## config.mk

```make
export PLATFORM = sky130hd
export DESIGN_NAME = display_timings_flat
export DESIGN_NICKNAME = d
export VERILOG_FILES = /design/src/rtl/display_pkg.sv /design/src/rtl/display_timings_if.sv /design/src/rtl/display_timing_axis.sv /design/src/rtl/display_timings.sv /design/src/flat_wrapper.sv
export SDC_FILE = /design/constraint.sdc
export NUM_CORES = 1
export LEC_CHECK = 0
export BUFFER_PORTS_ARGS = -buffer_cell sky130_fd_sc_hd__buf_4
export CAP_MARGIN = 15
export CORE_UTILIZATION = 50
export DETAILED_ROUTE_END_ITERATION = 7
export GPL_TIMING_DRIVEN = 0
export PLACE_DENSITY = 0.73
export SLEW_MARGIN = 25
export SYNTH_ARGS = -nofsm -noshare
export SYNTH_HDL_FRONTEND = slang
export SYNTH_SLANG_ARGS = --single-unit
export TNS_END_PERCENT = 50
```

## constraint.sdc

```tcl
create_clock -name i_pix_clk -period 3.2 [get_ports i_pix_clk]
set_clock_uncertainty 0.15 [all_clocks]
set_input_delay 0.32 -clock i_pix_clk [delete_from_list [all_inputs] [get_ports i_pix_clk]]
set_output_delay 0.32 -clock i_pix_clk [all_outputs]
set_load 0.01 [all_outputs]
```

## src/rtl/display_pkg.sv

```systemverilog
`default_nettype none
// ============================================================================
//  Module      : display_pkg
//  Description : Shared constants for the display timing generator: the
//                coordinate width and per-axis timing sets for the supported
//                video modes.
//  Revision    : 1.0 - initial release
// ============================================================================
package display_pkg;

    // Width of every coordinate counter and coordinate output
    localparam int c_COORD_W = 16;

    // One axis of a video mode: active, front porch, sync, back porch, polarity
    typedef struct packed {
        int res;
        int fp;
        int sync;
        int bp;
        bit pol;
    } axis_timing_t;

    // 640x480@60, negative syncs
    localparam axis_timing_t c_VGA_H = '{res: 640,  fp: 16,  sync: 96, bp: 48,  pol: 1'b0};
    localparam axis_timing_t c_VGA_V = '{res: 480,  fp: 10,  sync: 2,  bp: 33,  pol: 1'b0};

    // 1280x720@60, positive syncs
    localparam axis_timing_t c_HD_H  = '{res: 1280, fp: 110, sync: 40, bp: 220, pol: 1'b1};
    localparam axis_timing_t c_HD_V  = '{res: 720,  fp: 5,   sync: 5,  bp: 20,  pol: 1'b1};

    // Total pixels (or lines) in one period of an axis
    function automatic int axis_total(input axis_timing_t t);
        return t.res + t.fp + t.sync + t.bp;
    endfunction

endpackage
`default_nettype wire

```

## src/rtl/display_timings_if.sv

```systemverilog
`default_nettype none
// ============================================================================
//  Module      : display_timings_if
//  Description : Strobe input plus coordinate/sync/marker outputs of the
//                display timing generator. The master is the generator, the
//                slave is whoever drives the strobe and consumes the timing.
//  Revision    : 1.0 - initial release
// ============================================================================
interface display_timings_if;
    import display_pkg::*;

    logic                 i_stb;
    logic [c_COORD_W-1:0] o_x;
    logic [c_COORD_W-1:0] o_y;
    logic                 o_hs;
    logic                 o_vs;
    logic                 o_de;
    logic                 o_frame;
    logic                 o_line;
    logic                 o_animate;

    modport master (
        input  i_stb,
        output o_x, o_y, o_hs, o_vs, o_de, o_frame, o_line, o_animate
    );

    modport slave (
        output i_stb,
        input  o_x, o_y, o_hs, o_vs, o_de, o_frame, o_line, o_animate
    );

endinterface
`default_nettype wire

```

## src/rtl/display_timing_axis.sv

```systemverilog
`default_nettype none
// ============================================================================
//  Module      : display_timing_axis
//  Description : One wrapping coordinate counter with registered sync decode.
//                Exposes the next coordinate and its active flag so the parent
//                can register its own flags in step with the counter.
//  Revision    : 1.0 - initial release
// ============================================================================
module display_timing_axis
    import display_pkg::*;
#(
    parameter int RES  = 640,
    parameter int FP   = 16,
    parameter int SYNC = 96,
    parameter int BP   = 48,
    parameter bit POL  = 1'b0
) (
    input  wire logic                 clk,
    input  wire logic                 rst,
    input  wire logic                 i_en,
    output logic [c_COORD_W-1:0]      o_pos,
    output logic                      o_sync,
    output logic [c_COORD_W-1:0]      o_pos_d,
    output logic                      o_active_d,
    output logic                      o_wrap
);

    localparam int                   c_TOTAL    = RES + FP + SYNC + BP;
    localparam logic [c_COORD_W-1:0] c_LAST     = c_COORD_W'(c_TOTAL - 1);
    localparam logic [c_COORD_W-1:0] c_RES      = c_COORD_W'(RES);
    localparam logic [c_COORD_W-1:0] c_SYNC_BEG = c_COORD_W'(RES + FP);
    localparam logic [c_COORD_W-1:0] c_SYNC_END = c_COORD_W'(RES + FP + SYNC);

    // A 16-bit counter reaches 65535 at most, and empty porches or syncs
    // would collapse the decode ranges.
    if (c_TOTAL > 65536 || FP == 0 || SYNC == 0 || BP == 0) begin : g_bad_timing
        $error("display_timing_axis: total exceeds 65536 or a porch/sync width is zero");
    end

    logic [c_COORD_W-1:0] r_pos_q;
    logic                 r_sync_q;
    logic [c_COORD_W-1:0] w_pos_d;
    logic                 w_sync_d;

    assign o_wrap = i_en && (r_pos_q == c_LAST);

    // Next coordinate: wrap at the last position, otherwise step when enabled
    always_comb begin
        w_pos_d = r_pos_q;
        if (o_wrap) begin
            w_pos_d = '0;
        end else if (i_en) begin
            w_pos_d = r_pos_q + 1'b1;
        end
    end

    assign w_sync_d   = (w_pos_d >= c_SYNC_BEG && w_pos_d < c_SYNC_END) ? POL : ~POL;
    assign o_active_d = (w_pos_d < c_RES);

    // Counter and sync registered together; reset parks on the last blanking slot
    always_ff @(posedge clk) begin
        if (rst) begin
            r_pos_q  <= c_LAST;
            r_sync_q <= ~POL;
        end else begin
            r_pos_q  <= w_pos_d;
            r_sync_q <= w_sync_d;
        end
    end

    assign o_pos   = r_pos_q;
    assign o_sync  = r_sync_q;
    assign o_pos_d = w_pos_d;

endmodule
`default_nettype wire

```

## src/rtl/display_timings.sv

```systemverilog
`default_nettype none
// ============================================================================
//  Module      : display_timings
//  Description : Pixel-strobe timing generator. Two chained axis counters give
//                the coordinate pair and syncs; data-enable and frame/line/
//                animate markers are derived from the next coordinate and
//                registered with it so every output describes the same pixel.
//  Revision    : 1.0 - initial release
// ============================================================================
module display_timings
    import display_pkg::*;
#(
    parameter int H_RES  = c_VGA_H.res,
    parameter int H_FP   = c_VGA_H.fp,
    parameter int H_SYNC = c_VGA_H.sync,
    parameter int H_BP   = c_VGA_H.bp,
    parameter bit H_POL  = c_VGA_H.pol,
    parameter int V_RES  = c_VGA_V.res,
    parameter int V_FP   = c_VGA_V.fp,
    parameter int V_SYNC = c_VGA_V.sync,
    parameter int V_BP   = c_VGA_V.bp,
    parameter bit V_POL  = c_VGA_V.pol
) (
    input  wire logic          i_pix_clk,
    input  wire logic          i_rst,
    display_timings_if.master  bus
);

    localparam logic [c_COORD_W-1:0] c_ANIM_X = c_COORD_W'(H_RES);
    localparam logic [c_COORD_W-1:0] c_ANIM_Y = c_COORD_W'(V_RES - 1);

    logic [c_COORD_W-1:0] w_x_d;
    logic [c_COORD_W-1:0] w_y_d;
    logic                 w_h_act_d;
    logic                 w_v_act_d;
    logic                 w_h_wrap;
    logic                 w_v_wrap;

    logic r_de_q;
    logic r_frame_q;
    logic r_line_q;
    logic r_animate_q;

    display_timing_axis #(
        .RES  (H_RES),
        .FP   (H_FP),
        .SYNC (H_SYNC),
        .BP   (H_BP),
        .POL  (H_POL)
    ) u_h_axis (
        .clk        (i_pix_clk),
        .rst        (i_rst),
        .i_en       (bus.i_stb),
        .o_pos      (bus.o_x),
        .o_sync     (bus.o_hs),
        .o_pos_d    (w_x_d),
        .o_active_d (w_h_act_d),
        .o_wrap     (w_h_wrap)
    );

    // The vertical counter steps only on a strobed horizontal wrap
    display_timing_axis #(
        .RES  (V_RES),
        .FP   (V_FP),
        .SYNC (V_SYNC),
        .BP   (V_BP),
        .POL  (V_POL)
    ) u_v_axis (
        .clk        (i_pix_clk),
        .rst        (i_rst),
        .i_en       (w_h_wrap),
        .o_pos      (bus.o_y),
        .o_sync     (bus.o_vs),
        .o_pos_d    (w_y_d),
        .o_active_d (w_v_act_d),
        .o_wrap     (w_v_wrap)
    );

    // Flags follow the next coordinate and hold between strobes; a wrap of
    // both axes means the next pixel is (0,0), a horizontal wrap means x==0
    always_ff @(posedge i_pix_clk) begin
        if (i_rst) begin
            r_de_q      <= 1'b0;
            r_frame_q   <= 1'b0;
            r_line_q    <= 1'b0;
            r_animate_q <= 1'b0;
        end else if (bus.i_stb) begin
            r_de_q      <= w_h_act_d && w_v_act_d;
            r_frame_q   <= w_v_wrap;
            r_line_q    <= w_h_wrap;
            r_animate_q <= (w_x_d == c_ANIM_X) && (w_y_d == c_ANIM_Y);
        end
    end

    assign bus.o_de      = r_de_q;
    assign bus.o_frame   = r_frame_q;
    assign bus.o_line    = r_line_q;
    assign bus.o_animate = r_animate_q;

endmodule
`default_nettype wire

```

## src/flat_wrapper.sv

```systemverilog
// flat-port wrapper written by rule: the top's interface ports become plain ports
module display_timings_flat import display_pkg::*;
#(
    parameter int H_RES  = c_VGA_H.res,
    parameter int H_FP   = c_VGA_H.fp,
    parameter int H_SYNC = c_VGA_H.sync,
    parameter int H_BP   = c_VGA_H.bp,
    parameter bit H_POL  = c_VGA_H.pol,
    parameter int V_RES  = c_VGA_V.res,
    parameter int V_FP   = c_VGA_V.fp,
    parameter int V_SYNC = c_VGA_V.sync,
    parameter int V_BP   = c_VGA_V.bp,
    parameter bit V_POL  = c_VGA_V.pol
)
  (i_pix_clk, i_rst, bus_i_stb, bus_o_x, bus_o_y, bus_o_hs, bus_o_vs, bus_o_de, bus_o_frame, bus_o_line, bus_o_animate);
  display_timings_if bus_i ();
  input  wire logic i_pix_clk;
  input  wire logic i_rst;
  input wire logic [$bits(bus_i.i_stb)-1:0] bus_i_stb;
  output wire logic [$bits(bus_i.o_x)-1:0] bus_o_x;
  output wire logic [$bits(bus_i.o_y)-1:0] bus_o_y;
  output wire logic [$bits(bus_i.o_hs)-1:0] bus_o_hs;
  output wire logic [$bits(bus_i.o_vs)-1:0] bus_o_vs;
  output wire logic [$bits(bus_i.o_de)-1:0] bus_o_de;
  output wire logic [$bits(bus_i.o_frame)-1:0] bus_o_frame;
  output wire logic [$bits(bus_i.o_line)-1:0] bus_o_line;
  output wire logic [$bits(bus_i.o_animate)-1:0] bus_o_animate;
  assign bus_i.i_stb = bus_i_stb;
  assign bus_o_x = bus_i.o_x;
  assign bus_o_y = bus_i.o_y;
  assign bus_o_hs = bus_i.o_hs;
  assign bus_o_vs = bus_i.o_vs;
  assign bus_o_de = bus_i.o_de;
  assign bus_o_frame = bus_i.o_frame;
  assign bus_o_line = bus_i.o_line;
  assign bus_o_animate = bus_i.o_animate;
  display_timings #(.H_RES(H_RES), .H_FP(H_FP), .H_SYNC(H_SYNC), .H_BP(H_BP), .H_POL(H_POL), .V_RES(V_RES), .V_FP(V_FP), .V_SYNC(V_SYNC), .V_BP(V_BP), .V_POL(V_POL)) u_core (.i_pix_clk(i_pix_clk), .i_rst(i_rst), .bus(bus_i));
endmodule
```

; Word level (Yosys, flattened, before mapping)
; Index checks and enable logic that the tools add are counted.
[totals]
regBits = 38
in_bits = 3
output_inout_bits = 38
word_cells = 32
[classes]
n_addsub = 2
n_lt_le_gt_ge = 6
n_eq_ne = 4
n_mux = 6
n_reduce_logical = 6
[op_table]
columns = operator, n
row1 = 16-bit two-way mux, 4
row2 = "16-bit by 10-bit equality test with 1-bit output, second input constant", 3
row3 = "16-bit by 1-bit adder with 16-bit output, second input constant", 2
row4 = "16-bit by 10-bit < comparator with 1-bit output, second input constant", 2
row5 = "16-bit by 9-bit < comparator with 1-bit output, second input constant", 2
row6 = "16-bit by 9-bit equality test with 1-bit output, second input constant", 1
row7 = "16-bit by 10-bit greater-or-equal comparator with 1-bit output, second input constant", 1
row8 = "16-bit by 9-bit greater-or-equal comparator with 1-bit output, second input constant", 1
row9 = 1-bit logical AND, 6
row10 = 1-bit two-way mux, 2

; Logic depth before layout (Yosys ltp)
[logic_depth]
word_depth = 7
depth_mapped = 9
mapped_depth_nobuf = 9

; Cells and area by module
; From an unflattened synthesis, not the netlist that was laid out.
[hier_totals]
hier_cells = 275
hier_area_um2 = 2347.3
[by_module_without_submodules]
columns = mod, n_inst, cells_per_inst, area_each_um2, seq_area_each_um2
row1 = display_timing_axis (u_core.u_v_axis), 1, 126, 1068.5, 340.3
row2 = display_timing_axis (u_core.u_h_axis), 1, 124, 1059.8, 340.3
row3 = display_timings, 1, 25, 219.0, 80.1

; Worst setup path after synthesis
; Ideal clock, no wire load.
[synth_path]
path_type = reg2reg
startpoint = register u_core.u_h_axis.r_pos_q[5], in the netlist u_core.u_h_axis.o_pos[5]
endpoint = register u_core.r_animate_q, in the netlist u_core.bus.o_animate
setup_ns = 0.059
arrival_ns = 2.491
t_required_ns = 2.991
path_slack_ns = 0.500
path_stages_with_launch = 9
n_path_buf = 1
period_less_slack_ns = 2.700
path_cell_list = dfxtp_1 buf_4 or4b_4 or4_4 nor3_2 xor2_1 o2111ai_1 nor4b_2 a22o_1
[synth_between]
elab_chain_cells = 6
word_cells_on_any_way = 11
cone_classes = add/sub: 1 / eq/ne: 3 / mux: 4 / reduce/logical: 3
[synth_rtl]
columns = item, line_no
row1 = "start, declared", display_timing_axis.sv:40  ; logic [c_COORD_W-1:0] r_pos_q;
row2 = "start signal, assigned", display_timing_axis.sv:63  ; r_pos_q <= c_LAST;
row3 = "start signal, assigned", display_timing_axis.sv:66  ; r_pos_q <= w_pos_d;
row4 = "parallel branches: the longest is 5 deep, another holds 16-bit by 1-bit adder with 16-bit output", -
row5 = 1-bit logical AND *, display_timings.sv:91  ; r_animate_q <= (w_x_d == c_ANIM_X) && (w_y_d == c_ANIM_Y);
row6 = "end signal, assigned", display_timings.sv:91
row7 = "end, declared", display_timings.sv:42  ; logic r_animate_q;
; Mark *: on every way between the ends.
; A chain may end at the register's enable or synchronous reset.

; Worst setup path after layout
; Same ends and word-level chain as after synthesis.

==> impl_metrics.xml <==
<?xml version="1.0" encoding="UTF-8"?>
<metrics>
  <group name="synthesis">
    <metric name="synthesis.instances" unit="">282</metric>
    <metric name="ys_seq_elements" unit="">38</metric>
    <metric name="synth.cell_area" unit="µm²">2310</metric>
    <metric name="synth_enable_flop_cells" unit="">0</metric>
    <metric name="synth_cell_type_count" unit="">61</metric>
    <metric name="count_of_yosys_warnings_during_synthesis" unit="">0</metric>
    <metric name="synth_fp_nets" unit="">288</metric>
    <metric name="dominant_synthesized_flop_cell" unit="">dfxtp_1</metric>
    <metric name="seq_area_frac_synth" unit="%">33.0</metric>
    <metric name="synth_async_sr_flop_share" unit="%">0</metric>
    <metric name="avgSynthCellArea" unit="µm²">8.19</metric>
  </group>
  <group name="pwr">
    <metric name="p_int" unit="µW">1070</metric>
    <metric name="comb_power_share" unit="%">39.0</metric>
    <metric name="total_leakage_power" unit="µW">0.00112</metric>
    <metric name="switching_share" unit="%">37.0</metric>
    <metric name="peakVddDrop" unit="V">0.000429</metric>
    <metric name="power.switching" unit="µW">630</metric>
    <metric name="share_clk_of_total_power" unit="%">24.3</metric>
    <metric name="powerDensity" unit="nW/µm²">604</metric>
    <metric name="fin_total_pwr" unit="µW">1700</metric>
    <metric name="sequentialPowerShare" unit="%">36.6</metric>
  </group>
  <group name="cells_and_area">
    <metric name="insertedDiodeCount" unit="">0</metric>
    <metric name="finalNetCount" unit="">337</metric>
    <metric name="areaGrowthSynthToFinish" unit="%">21.9</metric>
    <metric name="final_util" unit="%">64.2</metric>
    <metric name="drive_gt1_share" unit="%">22.1</metric>
    <metric name="final.fill_count" unit="">406</metric>
  </group>
  <group name="drt">
    <metric name="detailedRoute.firstIterationViolations" unit="">97</metric>
    <metric name="wirelength" unit="µm">5560</metric>
    <metric name="drt-vias-per-instance" unit="">5.77</metric>
    <metric name="wl_per_cell" unit="µm">14.5</metric>
    <metric name="drt-pass1-iter-count" unit="">4</metric>
    <metric name="antenna_left" unit="">0</metric>
    <metric name="drc_errors" unit="">0</metric>
    <metric name="via_count" unit="">2208</metric>
  </group>
  <group name="timing">
    <metric name="slew-limit-headroom" unit="%">50.6</metric>
    <metric name="setup_viol" unit="">0</metric>
    <metric name="finalHoldWorstSlack" unit="ns">0.228</metric>
    <metric name="max_clock_freq" unit="MHz">335</metric>
    <metric name="final_period_minus_worst_setup_slack" unit="ns">2.99</metric>
    <metric name="timing.final.max_slew_violations" unit="">0</metric>
    <metric name="timing_hold_violations_final" unit="">0</metric>
    <metric name="grt_setup_unrepaired" unit="">no</metric>
    <metric name="post-route-period-util" unit="%">93.3</metric>
    <metric name="setup-tns-final" unit="ns">0</metric>
    <metric name="worst_pin_slew" unit="ns">0.730</metric>
  </group>
  <group name="worst_setup_path">
    <metric name="crit_path_cell_trace" unit="">buf_4 &gt; or4b_4 &gt; or4_4 &gt; nor3_2 &gt; xor2_1 &gt; o2111ai_1 &gt; nor4b_2 &gt; a22o_1</metric>
    <metric name="critical_path.max_fanout" unit="">10</metric>
    <metric name="class_of_the_most_critical_setup_path" unit="">reg2reg</metric>
    <metric name="endpoint_kind" unit="">flop</metric>
    <metric name="worst-endpoint-arrival" unit="ns">3.07</metric>
    <metric name="slowest_stage" unit="">or4_4</metric>
    <metric name="cp-start-kind" unit="">flop</metric>
    <metric name="crit_path_max_incr_delay" unit="ns">0.58</metric>
    <metric name="required" unit="ns">3.28</metric>
  </group>
  <group name="global_routing">
    <metric name="gr-total-overflow" unit="">0</metric>
    <metric name="first_pass_grt_wire_length" unit="µm">9290</metric>
    <metric name="grt.total_usage" unit="%">23.7</metric>
    <metric name="grt_pass1_vias" unit="">2009</metric>
    <metric name="grt_antenna_before_repair" unit="">0</metric>
    <metric name="grt_max_degree" unit="">12</metric>
  </group>
  <group name="flow_run">
    <metric name="max-cap-violations" unit="">0</metric>
  </group>
  <group name="outcome">
    <metric name="outcome" unit="">completed</metric>
  </group>
  <group name="floorplan">
    <metric name="std_cell_rows" unit="">24</metric>
    <metric name="ios" unit="">41</metric>
    <metric name="die-area" unit="µm²">4890</metric>
    <metric name="floorplan.die.width" unit="µm">69.9</metric>
    <metric name="die_y" unit="µm">69.9</metric>
    <metric name="start_util" unit="%">52.7</metric>
    <metric name="core_area" unit="µm²">4380</metric>
  </group>
  <group name="placed_design">
    <metric name="last_weighted_congestion_value_of_the_routability_driven_placer" unit="">0.880</metric>
    <metric name="place_hpwl" unit="µm">4040</metric>
    <metric name="port_buffers" unit="">40</metric>
  </group>
  <group name="cts">
    <metric name="clk-insertion-delay-late" unit="ns">0.29</metric>
    <metric name="clock_tree.buffer_depth" unit="">2</metric>
    <metric name="clock_tree.htree_level_count" unit="">2</metric>
    <metric name="cts_tree" unit="">yes</metric>
    <metric name="numClockSinks" unit="">38</metric>
    <metric name="clockRootBuffer" unit="">clkbuf_8</metric>
    <metric name="cts_buffers" unit="">5</metric>
    <metric name="worst_setup_hold_path_clk_slew" unit="ns">0.08</metric>
  </group>
  <group name="hold_path">
    <metric name="worst_hold_path_type" unit="">in2reg</metric>
  </group>
</metrics>
## repair_timing
item	CTS	global route
gates resized for setup	0	2
endpoints found under the setup margin	0	14
endpoints found under the hold margin	0	0
hold buffers	0	0
buffers inserted	0	2
## stage by stage
| stage | std cells | worst slack [ns] | instance area, µm² |
|---|---|---|---|
| finish | 383 | 0.213 | 2810 |
| global route | 383 | 0.0411 | 2810 |
| floorplan | 282 | 0.500 | 2310 |
| detailed placement | 374 | 0.0906 | 2670 |
| global placement | 374 | 0.152 | 2670 |
| CTS | 381 | 0.0575 | 2790 |
## per-layer routing
metal	vias to the layer above	global-route usage (%)	share of wire [%]
li1	1115	-	-
met1	1007	30.1	44
met2	74	39.4	48
met3	12	4.76	5.9
met4	0	9.11	2.2
met5	-	0	0
## area by class of cell
| class | instances | area (µm²) | area share, % |
|---|---|---|---|
| Timing Repair Buffer | 42 | 315 | 11.2 |
| Multi-Input combinational cell | 221 | 1430 | 50.8 |
| Inverter | 5 | 18.8 | 0.667 |
| Buffer | 18 | 113 | 4.00 |
| Tap cell | 52 | 65.1 | 2.31 |
| Clock buffer | 6 | 82.6 | 2.93 |
| Clock inverter | 1 | 30.0 | 1.07 |
| Sequential cell | 38 | 761 | 27.0 |
## cell usage in the layout (no fill, tap or decap), types with 5 or more instances in the layout
master / n
o21bai_1: 5
nand2_1: 18
inv_1: 5
a21oi_1: 9
nor3_1: 19
buf_4: 45
xor2_1: 14
nor4_1: 5
clkbuf_1: 9
nor2_1: 30
clkbuf_8: 7
xnor2_1: 17
nand2b_1: 7
dfxtp_1: 38
o21ai_0: 5
nand4_1: 13
and3_1: 6
nand3_1: 18
## path summary, 6_finish.rpt
kind / startpoint / to / slack (ns) / depth (start not counted)
worst max-delay path: u_core.u_h_axis.o_pos[5]$_SDFF_PP0_ / u_core.bus.o_animate$_SDFFE_PP0P_ / 0.21 / 8
worst min-delay path: i_rst / u_core.u_h_axis.o_pos[14]$_SDFF_PP0_ / 0.23 / 3
worst max register to register: u_core.u_h_axis.o_pos[5]$_SDFF_PP0_ / u_core.bus.o_animate$_SDFFE_PP0P_ / 0.21 / 8
worst min register to register: u_core.bus.o_de$_SDFFE_PP0P_ / u_core.bus.o_de$_SDFFE_PP0P_ / 0.32 / 2
## critical path: cells and delay by family (launching register included)
family	cells	cell delay (ns)
xor gates and xnor gates	1	0.33
buffers and inverters	1	0.17
AOI/OAI and AO/OA	2	0.34
DFF	1	0.31
and+or+nand+nor	4	1.62
## power by group through the flow
stage | combinational [µW] | sequential, µW | clock, µW
floorplan | 419 | 642 | 0
global placement | 631 | 631 | 0
detailed placement | 641 | 631 | 0
CTS | 646 | 621 | 425
global route | 733 | 637 | 440
finish | 664 | 623 | 413
## cells in the mapped netlist, drive strengths merged, types with 2 or more instances
cell,n,share of area [%]
nor4bb,2,0.87
o21ai,8,1.9
o211ai,2,0.65
or3,4,1.4
dfxtp,38,33
and2,2,0.54
a31oi,3,0.81
o21bai,5,1.6
and4,3,1.2
clkbuf,10,2.1
a211oi,3,0.98
inv,5,0.81
buf,8,2.8
a21o,2,0.65
nor4b,2,1.0
nor3,20,4.6
nand3,18,3.9
nand4,13,3.5
a21oi,9,2.0
xor2,14,5.3
nand2b,7,1.9
or2,2,0.54
nor2,31,5.4
and3,6,1.6
nor4,8,2.4
ha,3,1.6
nand2,18,2.9
xnor2,17,6.4
## kinds of logic (layout without fill, tap and decap cells)
family | Yosys count | count (layout) | share of synthesized area, %
AO/OA/AOI/OAI | 44 | 44 | 13.2
XOR/XNOR | 31 | 31 | 11.8
adder cells (fa/ha/maj) | 3 | 3 | 1.63
buffers and inverters | 23 | 72 | 5.69
flip-flops | 38 | 38 | 33.0
multiplexers | 2 | 2 | 0.921
AND/OR/NAND/NOR | 141 | 141 | 33.9
## sequential cells by signal (all words and copies together), names as in the netlist
register,cells
u_core.bus.o_line,1
u_core.bus.o_frame,1
u_core.u_v_axis.o_pos,16
u_core.u_h_axis.o_pos,16
u_core.bus.o_animate,1
u_core.u_v_axis.o_sync,1
u_core.u_h_axis.o_sync,1
u_core.bus.o_de,1
(Power assumes the default switching activity.)
